**src/rtl/ram_port_arbiter.sv**
```systemverilog
// ram_port_arbiter: shares one single-port, registered-address RAM between two
// clients (A and B) with round-robin priority, one access per cycle.
// Optional feature macro: RAM_ARB_CLEAR_EN -- when defined, a post-reset sweep
// writes 0 to every RAM word (busy=1) before any grant is issued.
//
// Handshake (both clients): a transfer happens in any cycle where req_x=1 and
// gnt_x=1. gnt_x is combinational in the same cycle as req_x. The client holds
// req/we/addr/wdata stable until granted; dropping req before the grant simply
// withdraws the request. A granted read returns rvalid_x=1 with rdata_x (which
// always mirrors ram_q) exactly one cycle later.
module ram_port_arbiter #(
   parameter int ADDR_WIDTH = 6,
   parameter int DATA_WIDTH = 8
) (
   input  logic                  clk,
   input  logic                  rst,
   input  logic                  req_a,
   input  logic                  req_b,
   input  logic                  we_a,
   input  logic                  we_b,
   input  logic [ADDR_WIDTH-1:0] addr_a,
   input  logic [ADDR_WIDTH-1:0] addr_b,
   input  logic [DATA_WIDTH-1:0] wdata_a,
   input  logic [DATA_WIDTH-1:0] wdata_b,
   output logic                  gnt_a,
   output logic                  gnt_b,
   output logic                  rvalid_a,
   output logic                  rvalid_b,
   output logic [DATA_WIDTH-1:0] rdata_a,
   output logic [DATA_WIDTH-1:0] rdata_b,
   output logic                  busy,
   output logic                  ram_we,
   output logic [ADDR_WIDTH-1:0] ram_addr,
   output logic [DATA_WIDTH-1:0] ram_data,
   input  logic [DATA_WIDTH-1:0] ram_q,
   output logic                  dbg_state  // 0 = INIT (clear sweep), 1 = RUN
);

   // last_grant encoding: which client was granted most recently
   localparam logic LG_A = 1'b0;
   localparam logic LG_B = 1'b1;

   typedef enum logic {
      ST_INIT = 1'b0,
      ST_RUN  = 1'b1
   } state_t;

   logic                  w_run;         // grants allowed this cycle
   logic                  w_sweep;       // clear sweep owns the RAM this cycle
   logic [ADDR_WIDTH-1:0] w_sweep_addr;
   logic                  w_gnt_a;
   logic                  w_gnt_b;
   logic                  r_last_grant;
   logic                  r_rvalid_a;
   logic                  r_rvalid_b;

`ifdef RAM_ARB_CLEAR_EN
   localparam logic [ADDR_WIDTH-1:0] CNT_LAST = '1;

   state_t                r_state;
   state_t                w_state_next;
   logic [ADDR_WIDTH-1:0] r_clr_cnt;

   // State register and sweep address counter; reset always restarts the sweep at 0
   always_ff @(posedge clk) begin
      if (rst) begin
         r_state   <= ST_INIT;
         r_clr_cnt <= '0;
      end else begin
         r_state <= w_state_next;
         if (r_state == ST_INIT) begin
            r_clr_cnt <= r_clr_cnt + ADDR_WIDTH'(1);
         end
      end
   end

   // Next state: leave INIT after the last address has been written
   always_comb begin
      w_state_next = r_state;
      case (r_state)
         ST_INIT: if (r_clr_cnt == CNT_LAST) w_state_next = ST_RUN;
         default: w_state_next = ST_RUN;
      endcase
   end

   // rst also counts as busy so busy reads 1 from the very first reset cycle
   assign w_run        = (r_state == ST_RUN) && !rst;
   assign w_sweep      = (r_state == ST_INIT) && !rst;
   assign w_sweep_addr = r_clr_cnt;
   assign busy         = (r_state == ST_INIT) || rst;
   assign dbg_state    = r_state;
`else
   // No sweep: the arbiter is always in RUN, only reset blocks grants
   assign w_run        = !rst;
   assign w_sweep      = 1'b0;
   assign w_sweep_addr = '0;
   assign busy         = 1'b0;
   assign dbg_state    = ST_RUN;
`endif

   // Round-robin grant: a sole requester wins, contention goes to the client not granted last
   always_comb begin
      w_gnt_a = 1'b0;
      w_gnt_b = 1'b0;
      if (w_run) begin
         if (req_a && req_b) begin
            if (r_last_grant == LG_B) begin
               w_gnt_a = 1'b1;
            end else begin
               w_gnt_b = 1'b1;
            end
         end else begin
            w_gnt_a = req_a;
            w_gnt_b = req_b;
         end
      end
   end

   // RAM drive: sweep writes zero, else the granted client's access, else all zero
   always_comb begin
      ram_we   = 1'b0;
      ram_addr = '0;
      ram_data = '0;
      if (w_sweep) begin
         ram_we   = 1'b1;
         ram_addr = w_sweep_addr;
      end else if (w_gnt_a) begin
         ram_we   = we_a;
         ram_addr = addr_a;
         ram_data = wdata_a;
      end else if (w_gnt_b) begin
         ram_we   = we_b;
         ram_addr = addr_b;
         ram_data = wdata_b;
      end
   end

   // Priority history and read-return tags; the RAM answers one cycle after the address
   always_ff @(posedge clk) begin
      if (rst) begin
         r_last_grant <= LG_B;
         r_rvalid_a   <= 1'b0;
         r_rvalid_b   <= 1'b0;
      end else begin
         if (w_gnt_a) begin
            r_last_grant <= LG_A;
         end else if (w_gnt_b) begin
            r_last_grant <= LG_B;
         end
         r_rvalid_a <= w_gnt_a && !we_a;
         r_rvalid_b <= w_gnt_b && !we_b;
      end
   end

   assign gnt_a    = w_gnt_a;
   assign gnt_b    = w_gnt_b;
   assign rvalid_a = r_rvalid_a;
   assign rvalid_b = r_rvalid_b;
   assign rdata_a  = ram_q;
   assign rdata_b  = ram_q;

endmodule

```
**config.mk**
```make
export PLATFORM = sky130hd
export DESIGN_NAME = ram_port_arbiter
export DESIGN_NICKNAME = d
export VERILOG_FILES = /design/src/rtl/ram_port_arbiter.sv
export SDC_FILE = /design/constraint.sdc
export NUM_CORES = 1
export LEC_CHECK = 0
export CORE_UTILIZATION = 30
export CTS_BUF_LIST = sky130_fd_sc_hd__clkbuf_4
export DETAILED_ROUTE_END_ITERATION = 7
export DONT_BUFFER_PORTS = 1
export PLACE_DENSITY = 0.57
export SLEW_MARGIN = 15
export SYNTH_ARGS = -nofsm -noshare
export SYNTH_HDL_FRONTEND = slang
export SYNTH_SLANG_ARGS = --single-unit
```
**constraint.sdc**
```tcl
create_clock -name clk -period 1.5 [get_ports clk]
set_input_delay 0.45 -clock clk [delete_from_list [all_inputs] [get_ports clk]]
set_output_delay 0.45 -clock clk [all_outputs]
set_load 0.02 [all_outputs]
```
==> out/qor.yml <==
post_cts_buffers: 0
synthAdderAreaFrac_pct: 0
syn2layout_area_growth_pct: 37.92
worstSkewPairLatency_ps: 230
routed_wl_um: 1700
dr_total_vias: 554
status: "finished with violations"
cts.reportedPaths.clkPinSlew_ps: 40
synth_mux_area_share_pct: 0
crit_required_ps: 1050
core_mm2: 0.002212
ant_nets: 0
wl_per_cell_um: 16.35
row_count: 17
initial_core_util_pct: 32.07
synth_cell_type_count: 17
skew_ps: 1.641
dp.cells: 98
grt_pass1_wl_um: 2628
yosys.area.top_type: "nand2b_1"
crit_arrival_ps: 1260
dp_hpwl_um: 1226
drtIter0Drc: 1
overflow: 0
nets: 119
syn_nets: 126
fin_crit_sh_pct: 113.9
io_buffers: 0
synth-compound-area-share_pct: 30.69
layout_min_cycle_time_ps: 1708
yosys.area_share.simple_pct: 31.04
clock-sinks: 3
maxCapViolations: 0
final_cells: 104
cp-end-kind: "output port"
max-vdd-ir-drop_v: 0.0002928
slew_violations: 0
hold_viol_final: 0
ff_latch_area_um2: 63.81
wl_met1_um: 573
drc: 0
ys_warn_count: 0
cts_buffer_depth: 2
synth_area_um2: 709.4
drive_gt1_share_pct: 52.63
multiInputGateArea_um2: 635.6
dieArea_mm2: 0.002563
cts_buffers: 3
violations: "negative setup slack"
grtUsageTotal_pct: 13.63
cts_hold_buf: 0
ys_top_cells_by_area: "nand2b_1 26%, o32ai_2 21%, buf_4 19%"
grt_pass1_vias: 588
cp_max_fo: 4
h-tree-depth: 1
grt_max_degree: 36
io_pins: 79
synthXorXnorAreaFrac_pct: 0
vias_per_cell: 5.327
min_path_type: "in2reg"
leakage_nw: 0.3108
dpl-instance-area_um2: 863.3
antenna_found_initial: 0
cts_tree: "done"
finalSetupViolations: 17
fillers: 213
yosysSeqAreaShare_pct: 8.466
synth_seq_cells: 3
wl_met3_um: 192
totalPowerFinal_uw: 545.8
synth_top_family_by_area: "simple AND/OR/NAND/NOR gates"
rsz0062_at_grt: "yes"
setup_ws_ps: -208.2
cts_root_buffer: "clkbuf_4"
final_core_util_pct: 44.23
netlist.area_leader.share_pct: 26.46
die_h_um: 50.63
power_density_mw_per_mm2: 557.8
netlist_instances: 84
gp_congestion: 0.6623
die_width_um: 50.63
avgSynthCellArea_um2: 8.446
dr.max_layer_used: "met4"
dr.pass1.iters: 2
diodes: 0
start_kind: "flip-flop"
setup_tns_ps: -2418
worstSetupPathType: "reg2out"
design_area_um2: 978.4
fmax_ghz: 0.5854
wl_met2_um: 906
## cells in the final DEF, fill, tap and decap left out, drive strengths merged
cell type	n
conb	2
dfxtp	3
nor3	2
nand2b	30
inv	1
clkbuf	6
a211o	1
nor4	1
nor2b	1
buf	12
a21bo	1
o32ai	15
nor2	1
## cells in the mapped netlist
master / instances
nand2b_1: 30
buf_4: 18
o32ai_2: 9
o32ai_1: 6
buf_2: 3
dfxtp_1: 3
buf_6: 2
clkbuf_1: 2
conb_1: 2
nor3_1: 2
a211o_1: 1
a21bo_1: 1
buf_12: 1
inv_2: 1
nor2_1: 1
nor2b_1: 1
nor4_2: 1
## report_power, final
part | leakage, nW | switching (mW) | internal, mW | total (mW)
combinational | 0.268 | 0.150 | 0.148 | 0.298
sequential | 0.0249 | 0.00703 | 0.0844 | 0.0915
clock | 0.0184 | 0.0387 | 0.118 | 0.156
## kinds of logic (layout without fill, tap and decap cells)
logic type,count (synthesis),count (layout)
compound gates,17,17
simple gates,35,35
other cells,2,2
buf+inv,27,19
flops,3,3
## through the flow
step | setup WS [ps] | hold WS [ps]
finish | -208.2 | 288.9
global route | -232.8 | 282.6
CTS | -193.9 | 277.9
detailed placement | -99.98 | 525.2
global placement | -94.01 | 524.0
floorplan | -98.01 | 522.0
## flip-flops by register name, summed over array words and instances, names as in the netlist
signal        cells
r_last_grant      1
rvalid_a          1
rvalid_b          1
## worst max-delay path: stages, from the launching register on
cell	delay, ps
dfxtp_4	350
a21bo_4	240
clkbuf_16	170
o32ai_2	90
buf_4	180
## repair_timing
item / CTS / global route
pin swaps: 3 / 3
gates cloned: 0 / 2
setup endpoints to repair: 17 / 17
resized for setup: 2 / 6
## final timing paths
path                  end  slack (ps)         start  cells after the start
max           ram_addr[5]        -210  r_last_grant                      4
min              rvalid_a         290          we_a                      1
min reg2reg  r_last_grant         510  r_last_grant                      1
max reg2reg      rvalid_b         530  r_last_grant                      3
## routing by layer
metal  global-route usage, %  vias up
met4                   8.333        0
met3                   3.939        6
li1                        -      257
met5                       0        -
met2                   24.89       40
met1                   13.37      251
## final cells by class
class                   instances  area share, %
clock buffers                   4          3.069
inverters                       1         0.3836
multi-input cells              54          64.96
flip-flops and latches          3          6.522
well taps                      28          3.581
repair buffers                 14          21.48
(Power assumes the default switching activity.)
